`src/rtl/bus_xcvr_arbiter_pkg.sv`:
```
// Shared types and constants for the bus transceiver arbiter.
package bus_arb_pkg;

  typedef enum logic [1:0] {
    IDLE = 2'd0,
    OWN  = 2'd1,
    TURN = 2'd2
  } arb_state_e;

  localparam int HOLD_W = 8;
  localparam int TURN_W = 3;

  // Index width for a requester vector; never narrower than one bit.
  function automatic int clog2_w(input int n);
    int w;
    w = 1;
    while ((1 << w) < n) w = w + 1;
    return w;
  endfunction

endpackage

```
`src/rtl/bus_xcvr_arbiter_if.sv`:
```
// Request/grant bundle between the requesters (master) and the arbiter (slave).
interface bus_xcvr_arbiter_if #(
  parameter int N_REQ = 4
);
  import bus_arb_pkg::*;

  localparam int IDX_W = clog2_w(N_REQ);

  logic [N_REQ-1:0] req;
  logic [N_REQ-1:0] grant;
  logic [N_REQ-1:0] oe_n;
  logic [IDX_W-1:0] owner;
  logic             bus_idle;
  logic             preempt;

  modport master (output req, input grant, oe_n, owner, bus_idle, preempt);
  modport slave  (input req, output grant, oe_n, owner, bus_idle, preempt);

endinterface

```
`src/rtl/bus_xcvr_arbiter_rr_pick.sv`:
```
// Round-robin selector: rotate requests by the pointer, pick the lowest set bit,
// then map the position back to an absolute requester index.
module rr_pick
  import bus_arb_pkg::*;
#(
  parameter int N_REQ = 4,
  parameter int IDX_W = clog2_w(N_REQ)
) (
  input  logic [N_REQ-1:0] req,
  input  logic [IDX_W-1:0] ptr,
  output logic             found,
  output logic [IDX_W-1:0] idx
);

  logic [N_REQ-1:0] rot_s;
  int               first_s;
  int               sum_s;

  // Rotate, priority-encode, un-rotate.
  always_comb begin
    rot_s   = {N_REQ{1'b0}};
    first_s = 0;
    for (int i = 0; i < N_REQ; i++) begin
      rot_s[i] = req[IDX_W'((i + int'(ptr)) % N_REQ)];
    end
    for (int i = N_REQ - 1; i >= 0; i--) begin
      if (rot_s[i]) begin
        first_s = i;
      end else begin
        first_s = first_s;
      end
    end
    sum_s = first_s + int'(ptr);
    if (sum_s >= N_REQ) begin
      sum_s = sum_s - N_REQ;
    end else begin
      sum_s = sum_s;
    end
    found = |rot_s;
    idx   = IDX_W'(sum_s);
  end

endmodule

```
`src/rtl/bus_xcvr_arbiter.sv`:
```
// Round-robin owner of the shared data bus; drives one transceiver enable at a
// time with dead cycles between owners and optional ownership time limit.
module bus_xcvr_arbiter
  import bus_arb_pkg::*;
#(
  parameter int N_REQ      = 4,
  parameter int TURNAROUND = 1,
  parameter int MAX_HOLD   = 8
) (
  input  logic               clk,
  input  logic               rst_n,
  bus_xcvr_arbiter_if.slave  bus
);

  localparam int                IDX_W     = clog2_w(N_REQ);
  localparam logic [IDX_W-1:0]  LAST_IDX  = IDX_W'(N_REQ - 1);
  localparam logic [HOLD_W-1:0] HOLD_LIM  = HOLD_W'(MAX_HOLD);
  localparam logic [HOLD_W-1:0] HOLD_SAT  = {HOLD_W{1'b1}};
  localparam logic [TURN_W-1:0] TURN_INIT = TURN_W'(TURNAROUND);
  localparam logic [TURN_W-1:0] TURN_LAST = {{(TURN_W-1){1'b0}}, 1'b1};
  localparam logic [N_REQ-1:0]  ONE_HOT0  = {{(N_REQ-1){1'b0}}, 1'b1};

  arb_state_e        state_r;
  logic [N_REQ-1:0]  grant_r;
  logic [N_REQ-1:0]  oe_n_r;
  logic [IDX_W-1:0]  owner_r;
  logic              bus_idle_r;
  logic              preempt_r;
  logic [IDX_W-1:0]  rr_ptr_r;
  logic [HOLD_W-1:0] hold_r;
  logic [TURN_W-1:0] tcnt_r;

  logic              pick_found_s;
  logic [IDX_W-1:0]  pick_idx_s;
  logic [N_REQ-1:0]  pick_onehot_s;
  logic              owner_req_s;
  logic              hold_done_s;
  logic [IDX_W-1:0]  next_ptr_s;

  rr_pick #(
    .N_REQ (N_REQ),
    .IDX_W (IDX_W)
  ) u_pick (
    .req   (bus.req),
    .ptr   (rr_ptr_r),
    .found (pick_found_s),
    .idx   (pick_idx_s)
  );

  // Decode helpers for the state register.
  always_comb begin
    pick_onehot_s = ONE_HOT0 << pick_idx_s;
    owner_req_s   = bus.req[owner_r];
    hold_done_s   = (MAX_HOLD != 0) && (hold_r == HOLD_LIM);
    if (owner_r == LAST_IDX) begin
      next_ptr_s = {IDX_W{1'b0}};
    end else begin
      next_ptr_s = owner_r + IDX_W'(1);
    end
  end

  // Arbitration FSM; every output is a register so enables never glitch.
  always_ff @(posedge clk or negedge rst_n) begin
    if (!rst_n) begin
      state_r    <= IDLE;
      grant_r    <= {N_REQ{1'b0}};
      oe_n_r     <= {N_REQ{1'b1}};
      owner_r    <= {IDX_W{1'b0}};
      bus_idle_r <= 1'b1;
      preempt_r  <= 1'b0;
      rr_ptr_r   <= {IDX_W{1'b0}};
      hold_r     <= {HOLD_W{1'b0}};
      tcnt_r     <= {TURN_W{1'b0}};
    end else begin
      preempt_r <= 1'b0;
      case (state_r)
        IDLE, TURN: begin
          // TURN counts down; its final edge doubles as the arbitration edge.
          if ((state_r == TURN) && (tcnt_r != TURN_LAST)) begin
            tcnt_r <= tcnt_r - TURN_LAST;
          end else if (pick_found_s) begin
            grant_r    <= pick_onehot_s;
            oe_n_r     <= ~pick_onehot_s;
            owner_r    <= pick_idx_s;
            bus_idle_r <= 1'b0;
            hold_r     <= {{(HOLD_W-1){1'b0}}, 1'b1};
            state_r    <= OWN;
          end else begin
            state_r <= IDLE;
          end
        end
        OWN: begin
          if (!owner_req_s || hold_done_s) begin
            grant_r    <= {N_REQ{1'b0}};
            oe_n_r     <= {N_REQ{1'b1}};
            owner_r    <= {IDX_W{1'b0}};
            bus_idle_r <= 1'b1;
            rr_ptr_r   <= next_ptr_s;
            tcnt_r     <= TURN_INIT;
            preempt_r  <= owner_req_s;
            state_r    <= TURN;
          end else if (hold_r != HOLD_SAT) begin
            hold_r <= hold_r + {{(HOLD_W-1){1'b0}}, 1'b1};
          end else begin
            hold_r <= hold_r;
          end
        end
        default: begin
          state_r    <= IDLE;
          grant_r    <= {N_REQ{1'b0}};
          oe_n_r     <= {N_REQ{1'b1}};
          owner_r    <= {IDX_W{1'b0}};
          bus_idle_r <= 1'b1;
        end
      endcase
    end
  end

  assign bus.grant    = grant_r;
  assign bus.oe_n     = oe_n_r;
  assign bus.owner    = owner_r;
  assign bus.bus_idle = bus_idle_r;
  assign bus.preempt  = preempt_r;

endmodule

```
`src/flat_wrapper.sv`:
```
// flat-port wrapper written by rule: the top's interface ports become plain ports
module bus_xcvr_arbiter_flat import bus_arb_pkg::*;
#(
  parameter int N_REQ      = 4,
  parameter int TURNAROUND = 1,
  parameter int MAX_HOLD   = 8
)
  (clk, rst_n, bus_req, bus_grant, bus_oe_n, bus_owner, bus_bus_idle, bus_preempt);
  bus_xcvr_arbiter_if #(.N_REQ(N_REQ)) bus_i ();
  input  logic clk;
  input  logic rst_n;
  input wire logic [$bits(bus_i.req)-1:0] bus_req;
  output wire logic [$bits(bus_i.grant)-1:0] bus_grant;
  output wire logic [$bits(bus_i.oe_n)-1:0] bus_oe_n;
  output wire logic [$bits(bus_i.owner)-1:0] bus_owner;
  output wire logic [$bits(bus_i.bus_idle)-1:0] bus_bus_idle;
  output wire logic [$bits(bus_i.preempt)-1:0] bus_preempt;
  assign bus_i.req = bus_req;
  assign bus_grant = bus_i.grant;
  assign bus_oe_n = bus_i.oe_n;
  assign bus_owner = bus_i.owner;
  assign bus_bus_idle = bus_i.bus_idle;
  assign bus_preempt = bus_i.preempt;
  bus_xcvr_arbiter #(.N_REQ(N_REQ), .TURNAROUND(TURNAROUND), .MAX_HOLD(MAX_HOLD)) u_core (.clk(clk), .rst_n(rst_n), .bus(bus_i));
endmodule
```
`config.mk`:
```
export PLATFORM = sky130hd
export DESIGN_NAME = bus_xcvr_arbiter_flat
export DESIGN_NICKNAME = d
export VERILOG_FILES = /design/src/rtl/bus_xcvr_arbiter_pkg.sv /design/src/rtl/bus_xcvr_arbiter_if.sv /design/src/rtl/bus_xcvr_arbiter_rr_pick.sv /design/src/rtl/bus_xcvr_arbiter.sv /design/src/flat_wrapper.sv
export SDC_FILE = /design/constraint.sdc
export NUM_CORES = 1
export LEC_CHECK = 0
export ABC_CLOCK_PERIOD_IN_PS = 3400
export BUFFER_PORTS_ARGS = -buffer_cell sky130_fd_sc_hd__buf_2
export CAP_MARGIN = 20
export CORE_UTILIZATION = 55
export DETAILED_ROUTE_END_ITERATION = 10
export GPL_TIMING_DRIVEN = 0
export MAX_ROUTING_LAYER = met4
export PLACE_DENSITY_LB_ADDON = 0.15
export SYNTH_ARGS = -nofsm -noshare
export SYNTH_HDL_FRONTEND = slang
export SYNTH_SLANG_ARGS = --single-unit
```
`constraint.sdc`:
```
create_clock -name clk -period 3.4 [get_ports clk]
set_input_delay 0.51 -clock clk [delete_from_list [all_inputs] [get_ports clk]]
set_output_delay 0.51 -clock clk [all_outputs]
set_load 0.005 [all_outputs]
```
==> summary.md, run 1 <==
| Metric | Value |
|---|---|
| FF+latch count, synth | 27 |
| Worst Skew | 0.0121 ns |
| GRT Total Usage | 23.7% |
| Normalized max-slew margin | 60.1% |
| Fmax achieved | between 0.4 and 0.5 GHz |
| CTS tree | built |
| Minimum clock period | 2.24 ns |
| # nets final | 186 |
| Total number of vias | approximately 1.3k |
| First-pass GRT wire length | between 4 and 5 mm |
| Met2 Wirelength | approximately 1.4 mm |
| HPWL after detailed placement | 2.17 mm |
| Remaining DRCs | 0 |
| CP endpoint kind | register |
| WL met1 | 1.45 mm |
| Syn avg cell area | 10.3 um^2 |
| P per Cell Area | 757 nW/um^2 |
| Reg2reg path depth | 10 |
| # rows | 18 |
| CP max FO | 8 |
| Critical Path AT | 2.53 ns |
| Chip height | between 50 and 60 um |
| Post-synthesis sequential area ratio | 44.0% |
| Routed wire length | roughly 3.0 mm |
| Root Buffer | clkbuf_4 |
| Vias in the first global route | roughly 1.1k |
| Period utilization | 65.8% |
| Filler instances | approximately 230 |
| Die area | 3030 um^2 |
| Post-DP Area | 1670 um^2 |
| Die X | 55.1 um |
| Highest metal used | met4 |
| Post-CTS sizing | 0 |
| Final Max Slew Viols | 0 |
| Net Count, Synth | 164 |
| I/O Pins | 18 |
| Post-synth top flop | dfrtp_1 |
| Vias/cell | 6.19 |
| CTS buffer count | 3 |
| Final setup vio count | 0 |
| Clk network pwr share | 11.2% |
| Final Cell Area | about 1700 um^2 |
| Port Buf Inserts | 17 |
| Postcts setup bufs | 0 |
| Layout cells sized above 1 | ~23% |
| Post-Syn Instances | 151 |
| Core area | 2570 um^2 |
| Multi-input gate area | 828 um^2 |
| Setup_tns | 0 ns |
| Mapped Area | 1550 um^2 |
| DR WL/cell | 15.0 um |
| Drt pass-1 iters | 4 |
| Leak pwr | 0.796 nW |
| Unrepaired setup endpoints after global routing | no |
| Routed wl met3 | around 96 um |
| Clk pin slew, worst setup/hold paths | about 0.15 ns |
| Seq. cell area | 682 um^2 |
| Final ANT Viol Nets | 0 |
| Synth warn | 0 |
| Number of flops mapped to enable cells by yosys | 0 |
| Grt total ovfl | 0 |
| Outcome | finished clean |
| P_sw | 0.535 mW |
| Combinational power share | 51.1% |
| Worst EP required | 3.70 ns |
| Synthesis-to-finish area growth | 9.69% |
| Fin util | 66.2% |
| Cts hold-fix bufs | 0 |
| Startpoint type of the worst setup path | register |
| RePlAce Congestion | 0.790 |
| Total power | 1.29 mW |
| Fin. Hold Viols | 0 |
| DR iter-0 viols | 24 |
| Unique masters post-synth | 50 |
| Cell internal pwr | 0.753 mW |
| Initial antenna violation count | 0 |
| Worst Hold Class | input pin to asynchronous set/reset pin |
| Sink Count | 27 |
| Clock insertion delay at the later pin of the skew report | 0.34 ns |
| Largest net degree at the start of global routing | 28 |
| Clk buf depth | 2 |
| Max-cap violations | 0 |
| Crit Path Category | register to register |
| Worst Max-Slew Pin Slew | 0.598 ns |
| Sequential power share | between 30% and 40% |
| Ys async rst share | 100% |
| Antenna cells | 0 |
| Sw Ratio | 41.5% |
| Peak supply drop | 616 uV |
| Initial Util | around three fifths |
| H-tree depth | 1 |
synthesized netlist by cell type, types with 2 or more instances:
cell type,number,share of area (%)
a21oi_1,6,1.9
a22o_1,5,2.8
a2bb2oi_1,3,1.7
and2_1,2,0.81
and3_1,5,2.0
buf_2,2,0.65
clkbuf_1,2,0.48
dfrtp_1,22,36
dfstp_2,5,8.5
ha_1,7,5.6
inv_1,6,1.5
mux2_1,2,1.5
nand2_1,10,2.4
nand2_2,2,0.81
nand2b_1,5,2.0
nand3_1,6,1.9
nor2_1,7,1.7
nor2b_1,7,2.8
nor3_1,4,1.3
o21ai_0,5,1.6
o22a_1,5,2.8
o2bb2ai_1,2,1.1
or2_2,2,0.81
xor2_1,3,1.7
sequential cells by signal, summed over array words and instances, names as in the netlist:
register,cells
u_core.state_r,2
u_core.tcnt_r,3
u_core.bus.oe_n,4
u_core.rr_ptr_r,2
u_core.bus.grant,4
u_core.hold_r,8
u_core.bus.owner,2
u_core.bus.bus_idle,1
u_core.bus.preempt,1
worst paths after layout:
| check | startpoint | to | slack, ns |
|---|---|---|---|
| worst max-delay path | u_core.rr_ptr_r[1]$_DFFE_PN0P_ | u_core.bus.grant[2]$_DFFE_PN0P_ | 1.16 |
| worst min-delay path | rst_n | u_core.tcnt_r[0]$_DFFE_PN0P_ | 0.15 |
| worst max register to register | u_core.rr_ptr_r[1]$_DFFE_PN0P_ | u_core.bus.grant[2]$_DFFE_PN0P_ | 1.16 |
| worst min register to register | u_core.bus.grant[3]$_DFFE_PN0P_ | u_core.bus.grant[3]$_DFFE_PN0P_ | 0.51 |
| max in group asynchronous | rst_n | u_core.bus.grant[0]$_DFFE_PN0P_ | 2.85 |
| min in group clk | u_core.bus.grant[3]$_DFFE_PN0P_ | u_core.bus.grant[3]$_DFFE_PN0P_ | 0.51 |
placed cells by master (no fill, tap or decap), drive strengths merged, types with 4 or more instances in the layout:
| cell | netlist | layout |
|---|---|---|
| nor2 | 7 | 7 |
| buf | 2 | 19 |
| dfrtp | 22 | 22 |
| a21oi | 6 | 6 |
| nand2b | 5 | 5 |
| dfstp | 5 | 5 |
| clkbuf | 2 | 5 |
| nor2b | 7 | 7 |
| o21ai | 5 | 5 |
| nand2 | 13 | 13 |
| inv | 6 | 6 |
| nand3 | 6 | 6 |
| nor3 | 4 | 4 |
| and3 | 5 | 5 |
| o22a | 5 | 5 |
| a22o | 5 | 5 |
| ha | 7 | 7 |
cells by family after synthesis:
kind of cell    count (synthesis)  share of synthesized area (%)
fa+ha+maj                       7                           5.65
compound gates                 38                           19.0
mux                             5                           4.28
flops                          27                           44.0
xor+xnor                        4                           2.26
simple gates                   60                           22.3
buf+inv                        10                           2.58
critical path, stage by stage, from the launching register on:
cell      delay, ns
dfrtp_1        0.35
buf_2          0.19
nand2_1        0.07
a21oi_1        0.14
nor2_1         0.05
a211oi_1       0.21
a21oi_1        0.09
ha_1           0.21
xor2_1         0.25
xor2_1         0.41
a22o_1         0.22
per-layer routing:
| metal | GRT usage (%) | vias up |
|---|---|---|
| met1 | 31.9 | 625 |
| li1 | - | 600 |
| met5 | - | - |
| met4 | 8.75 | 0 |
| met3 | 3.28 | 4 |
| met2 | 36.3 | 22 |
per-stage QoR:
step / worst slack (ns) / hold slack (ns) / cells
floorplan: 1.33 / 0.214 / 151
global placement: 1.01 / 0.472 / 198
detailed placement: 0.974 / 0.469 / 198
CTS: 1.17 / 0.160 / 202
global route: 1.02 / 0.192 / 202
finish: 1.16 / 0.148 / 202
power groups by stage:
stage,sequential (mW),combinational (mW),clock (mW)
2_1_floorplan,0.483,0.490,0
3_3_place_gp,0.487,0.634,0
3_5_place_dp,0.493,0.653,0
4_1_cts,0.487,0.659,0.148
5_1_grt,0.502,0.727,0.158
6_report,0.486,0.658,0.144
final cells by class:
| type | instances | area share [%] |
|---|---|---|
| tap | 30 | 2.21 |
| inverter | 6 | 1.32 |
| timing repair buffer | 17 | 5.00 |
| clock inverter | 1 | 0.294 |
| buffer | 4 | 1.03 |
| clock buffer | 3 | 1.32 |
| multi-input combinational | 114 | 48.7 |
| sequential | 27 | 40.1 |
Note: power is estimated with default switching activity, not from simulation.
==> run 2, diff against run 1 <==
- ABC_CLOCK_PERIOD_IN_PS: 3400 -> 2020
- CORE_UTILIZATION: 55 -> 51
- clock period: 3.4 -> 2.02 ns (I/O delays scaled with it)
==> run 2 against run 1 <==
Compared with the run above:
- combinational power increased by 98%
- via count down 2.0%
- sequential power is 70% higher
- sequential share of layout area down 2.3 points
- core utilization is 2.5 points lower
- die area rose by 7.6%
- flip-flop and latch count unchanged
- global-route usage is 2.6 points lower
- worst hold slack gained 0.34 ns
- clock skew shrank 0.0044 ns
- non-clock buffer count up 3
- critical path type unchanged
- critical endpoint is now u_core.bus.owner[1]$_DFFE_PN0P_
- highest routed layer unchanged
==> summary.md, run 2 (synthesized netlist as in run 1, its figures left out) <==
| Metric | Value |
|---|---|
| Clock insertion delay at the later pin of the skew report | 0.33 ns (about the same) |
| Fin util | 63.7% (-2.5 points) |
| Fmax achieved | 0.507 GHz (+13%) |
| CP endpoint kind | register |
| HPWL after detailed placement | 2.07 mm (-4.6%) |
| Final worst slack | 0.0485 ns (-1.12 ns) |
| Chip height | 57.1 um (+3.7%) |
| Remaining DRCs | 0 (unchanged) |
| Core area | 2830 um^2 (+10%) |
| Setup_tns | 0 ns (unchanged) |
| Minimum clock period | 1.97 ns (-0.265 ns) |
| Normalized max-slew margin | 60.5% (+0.44 points) |
| Worst EP required | 2.30 ns (-1.40 ns) |
| Outcome | finished clean |
| DR iter-0 viols | 49 (+100%) |
| Worst Skew | 0.00770 ns (-0.00441 ns) |
| Total number of vias | 1226 (-2.0%) |
| Max-cap violations | 0 (unchanged) |
| P per Cell Area | 1310 nW/um^2 (+73%) |
| Total power | 2.37 mW (+84%) |
| GRT Total Usage | 21.1% (-2.6 points) |
| Inst Count DP | 199 (+0.51%) |
| Hold slack | 0.483 ns (+0.335 ns) |
| DR WL/cell | 15.2 um (+1.0%) |
| Largest net degree at the start of global routing | 28 (unchanged) |
| First-pass GRT wire length | 5.16 mm (+6.6%) |
| Antenna cells | 0 (unchanged) |
| I/O Pins | 18 (unchanged) |
| Final Max Slew Viols | 0 (unchanged) |
| RePlAce Congestion | 0.872 (+10%) |
| Non-filler cells, final | 206 (+2.0%) |
| Routed wire length | 3.12 mm (+3.0%) |
| Peak supply drop | 873 uV (+42%) |
| Final Cell Area | 1800 um^2 (+6.0%) |
| Clk buf depth | 2 (unchanged) |
| Crit Path Category | register to register |
| Initial antenna violation count | 0 (unchanged) |
| Leak pwr | 0.825 nW (+3.6%) |
| Period utilization | 97.6% (+32 points) |
| H-tree depth | 1 (unchanged) |
| Layout cells sized above 1 | 28.0% (+5.3 points) |
| Synthesis-to-finish area growth | 16.2% |
| CTS tree | built |
| Clk pin slew, worst setup/hold paths | 0.14 ns (about the same) |
| Commonest non-fill, non-tap cell in the layout | dfrtp_1 |
| Die area | 3260 um^2 (+7.6%) |
| Worst Hold Class | input pin to asynchronous set/reset pin |
| Drt pass-1 iters | 4 (unchanged) |
| Startpoint type of the worst setup path | register |
| CTS buffer count | 3 (unchanged) |
| Vias/cell | 5.95 (-3.9%) |
| Critical Path AT | 2.25 ns (-0.28 ns) |
| Final setup vio count | 0 (unchanged) |
| Top reg by flops | u_core.hold_r |
| Vias in the first global route | 1125 (+7.0%) |
| Post-DP Area | 1670 um^2 (about the same) |
| Sink Count | 27 (unchanged) |
| Die X | 57.1 um (+3.7%) |
| CP max FO | 7 (-1) |
| Final ANT Viol Nets | 0 (unchanged) |
| Root Buffer | clkbuf_4 |
| Worst Max-Slew Pin Slew | 0.592 ns (-0.00665 ns) |
| # nets final | 189 (+1.6%) |
| Fin. Hold Viols | 0 (unchanged) |
| Grt total ovfl | 0 (unchanged) |
| Setup WS pre-CTS | -0.226 ns (-1.20 ns) |
| Port Buf Inserts | 17 (unchanged) |
| Initial Util | 54.8% (-5.6 points) |
| # rows | 19 (+1) |
| Commonest cells after routing, fill and taps aside | dfrtp_1, buf_2, nand2_1 |
| Max reg flops | 8 (unchanged) |
==> run 2: final cells by class <==
cell class              instances  area (um^2)
inverters                       6         22.5
flip-flops and latches         27          682
multi-input cells             114          898
plain buffers                   4         23.8
repair buffers                 20          110
well taps                      31         38.8
clock buffers                   4         26.3
fillers                       255         1030
==> run 2: path summary, 6_finish.rpt <==
check,startpoint,end,slack [ns],cells past startpoint
worst max-delay path,u_core.rr_ptr_r[1]$_DFFE_PN0P_,u_core.bus.owner[1]$_DFFE_PN0P_,0.05,9
worst min-delay path,rst_n,u_core.tcnt_r[1]$_DFFE_PN0P_,0.48,2
worst max register to register,u_core.rr_ptr_r[1]$_DFFE_PN0P_,u_core.bus.owner[1]$_DFFE_PN0P_,0.05,9
worst min register to register,u_core.bus.grant[1]$_DFFE_PN0P_,u_core.bus.grant[1]$_DFFE_PN0P_,0.51,1
max in group asynchronous,rst_n,u_core.bus.owner[1]$_DFFE_PN0P_,1.14,2
min in group clk,u_core.bus.grant[1]$_DFFE_PN0P_,u_core.bus.grant[1]$_DFFE_PN0P_,0.51,1
==> run 2: worst max-delay path, stage by stage (launching register included) <==
cell	delay, ns
dfrtp_1	0.37
buf_6	0.12
nand2_1	0.06
a21oi_1	0.19
a21oi_1	0.09
a21oi_2	0.18
ha_2	0.24
xor2_4	0.26
xor2_4	0.23
a22o_1	0.18
==> run 2: repair_timing <==
item / 4_1_cts / 5_1_grt
endpoints found under the setup margin: 6 / 9
gates resized for setup: 5 / 9
hold buffers: 1 / 0
setup buffers: 1 / 1
cloned: 0 / 0
pin swaps: 2 / 6
hold endpoints to repair: 22 / 0
==> run 2: layer usage <==
metal	wire (um)	global-route usage (%)	up-vias
li1	-	-	599
met1	1550	30.3	595
met2	1400	30.6	27
met3	107	2.04	5
met4	54	8.71	0
met5	0	-	-
==> run 2: report_power, final <==
group | internal (mW) | total, mW | leakage, nW | switching (mW)
logic | 0.605 | 1.30 | 0.472 | 0.696
clock network | 0.0776 | 0.239 | 0.0150 | 0.161
registers | 0.704 | 0.828 | 0.338 | 0.124
==> run 3, diff against run 2 <==
- ABC_CLOCK_PERIOD_IN_PS: 2020 -> 1920
- CORE_UTILIZATION: 51 -> 55
- clock period: 2.02 -> 1.92 ns (I/O delays scaled with it)
==> run 3 against run 2 <==
Compared with the run above:
- first-iteration DRC count decreased by 16%
- final cell count down 0.49%
- core utilization rose by 7.9 points
- register-to-register slack worse by 0.06 ns
- largest cell class unchanged
- global-route usage up 5.4 points
- the flow now finishes with violations (negative setup slack)
==> summary.md, run 3 (synthesized netlist as in run 1, its figures left out) <==
| Metric | Value |
|---|---|
| Initial Util | 60.4% (+5.6 points) |
| Antenna cells | 0 (unchanged) |
| Worst Hold Class | input pin to asynchronous set/reset pin |
| Vias/cell | 6.24 (+4.8%) |
| Failing checks | negative setup slack |
| CP endpoint kind | register |
| Critical Path AT | 2.17 ns (-0.08 ns) |
| H-tree depth | 1 (unchanged) |
| Root Buffer | clkbuf_4 |
| Initial antenna violation count | 0 (unchanged) |
| RePlAce Congestion | 0.790 (-9.4%) |
| GRT Total Usage | 26.5% (+5.4 points) |
| Unrepaired setup endpoints after global routing | yes |
| Commonest non-fill, non-tap cell in the layout | dfrtp_1 |
| Clk buf depth | 2 (unchanged) |
| Crit Path Category | register to register |
| # nets final | 189 (unchanged) |
| HPWL after detailed placement | 2.17 mm (+4.8%) |
| Clk pin slew, worst setup/hold paths | 0.16 ns (+0.02 ns) |
| Setup_tns | -0.0120 ns (-0.0120 ns) |
| DR WL/cell | 16.7 um (+10%) |
| Final setup vio count | 1 (+1) |
| Normalized max-slew margin | 58.8% (-1.8 points) |
| Grt total ovfl | 0 (unchanged) |
| Sink Count | 27 (unchanged) |
| Synthesis-to-finish area growth | 18.5% |
| Minimum clock period | 1.93 ns (-0.0394 ns) |
| # rows | 18 (-1) |
| Outcome | complete, but fails checks |
| Die X | 55.1 um (-3.6%) |
| Final ANT Viol Nets | 0 (unchanged) |
| Worst Max-Slew Pin Slew | 0.619 ns (+0.0268 ns) |
| Largest net degree at the start of global routing | 28 (unchanged) |
| Final Max Slew Viols | 0 (unchanged) |
| Startpoint type of the worst setup path | register |
| Vias in the first global route | 1170 (+4.0%) |
| Fin. Hold Viols | 0 (unchanged) |
| Final worst slack | -0.0120 ns (-0.0606 ns) |
| Layout cells sized above 1 | 31.4% (+3.4 points) |
| Clock insertion delay at the later pin of the skew report | 0.35 ns (+0.02 ns) |
| Routed wire length | 3.42 mm (+9.5%) |
| Fmax achieved | 0.518 GHz (+2.0%) |
| Peak supply drop | 1310 uV (+50%) |
| Worst Skew | 0.0147 ns (+0.00703 ns) |
| Final Cell Area | 1840 um^2 (+1.9%) |
| P per Cell Area | 1410 nW/um^2 (+7.1%) |
| Port Buf Inserts | 17 (unchanged) |
| Total number of vias | 1279 (+4.3%) |
| Max-cap violations | 0 (unchanged) |
| Top reg by flops | u_core.hold_r |
| First-pass GRT wire length | 5.35 mm (+3.6%) |
| Max reg flops | 8 (unchanged) |
| Total power | 2.59 mW (+9.2%) |
| Hold slack | 0.464 ns (-0.0193 ns) |
| Drt pass-1 iters | 4 (unchanged) |
| Core area | 2570 um^2 (-9.2%) |
| Fin util | 71.5% (+7.9 points) |
| Post-DP Area | 1670 um^2 (about the same) |
| Worst EP required | 2.16 ns (-0.14 ns) |
| Remaining DRCs | 0 (unchanged) |
| Filler instances | 204 (-20%) |
| Commonest cells after routing, fill and taps aside | dfrtp_1, buf_2, nand2_1 |
| I/O Pins | 18 (unchanged) |
| Leak pwr | 0.834 nW (+1.1%) |
| Period utilization | 101% (+3.0 points) |
| CTS tree | built |
| CTS buffer count | 3 (unchanged) |
| DR iter-0 viols | 41 (-16%) |
| Die area | 3030 um^2 (-7.0%) |
| CP max FO | 7 (unchanged) |
| Chip height | 55.1 um (-3.6%) |
run 3: where the power goes:
group          internal (mW)  switching [mW]  leakage [nW]  total [mW]
clock                 0.0786           0.181        0.0177       0.260
combinational          0.675           0.770         0.478        1.45
sequential             0.741           0.139         0.338       0.880
run 3: repair_timing:
item                                    in CTS  in global routing
endpoints found under the setup margin       9                 10
pin swaps                                    6                  5
cloned                                       0                  0
endpoints found under the hold margin       22                  0
resized for setup                           15                  7
hold buffers                                 1                  0
buffers inserted                             2                  0
run 3: layout make-up:
cell class	count	area [um^2]	area share, %
Buffer	4	23.8	1.29
Clock buffer	3	22.5	1.23
Clock inverter	1	5.00	0.272
Inverter	6	22.5	1.23
Multi-Input combinational cell	114	930	50.6
Sequential cell	27	682	37.1
Tap cell	30	37.5	2.04
Timing Repair Buffer	20	114	6.20
run 3: through the flow:
stage	cells	worst slack [ns]
after detailed placement	198	-0.284
after global routing	205	-0.0680
after global placement	198	-0.251
after floorplan	151	0.0219
final	205	-0.0120
after CTS	205	0.00709
run 3: worst paths after layout:
| kind | endpoint | slack [ns] | cells past startpoint | startpoint |
|---|---|---|---|---|
| max | u_core.bus.grant[0]$_DFFE_PN0P_ | -0.01 | 10 | u_core.rr_ptr_r[1]$_DFFE_PN0P_ |
| min | u_core.tcnt_r[0]$_DFFE_PN0P_ | 0.46 | 2 | rst_n |
| max reg2reg | u_core.bus.grant[0]$_DFFE_PN0P_ | -0.01 | 10 | u_core.rr_ptr_r[1]$_DFFE_PN0P_ |
| min reg2reg | u_core.bus.grant[3]$_DFFE_PN0P_ | 0.51 | 1 | u_core.bus.grant[3]$_DFFE_PN0P_ |
| max in group asynchronous | u_core.bus.grant[0]$_DFFE_PN0P_ | 1.04 | 2 | rst_n |
| min in group clk | u_core.bus.grant[3]$_DFFE_PN0P_ | 0.51 | 1 | u_core.bus.grant[3]$_DFFE_PN0P_ |
run 3: metal layers:
layer  routed length (um)  vias up  GRT usage [%]  part of all wire (%)
li1                     -      602              -                     -
met1                 1490      626           33.7                    44
met2                 1700       42           42.0                    50
met3                  166        9           3.83                   4.9
met4                   58        0           11.7                   1.7
met5                    0        -              -                     0
run 3: worst max-delay path: stages, from the launching register on:
cell	delay, ns
dfrtp_1	0.41
buf_6	0.14
nand2_4	0.05
a21oi_2	0.05
nor2_2	0.12
a211oi_2	0.06
a21oi_2	0.21
ha_4	0.19
xor2_4	0.24
xnor2_2	0.13
a22o_1	0.24
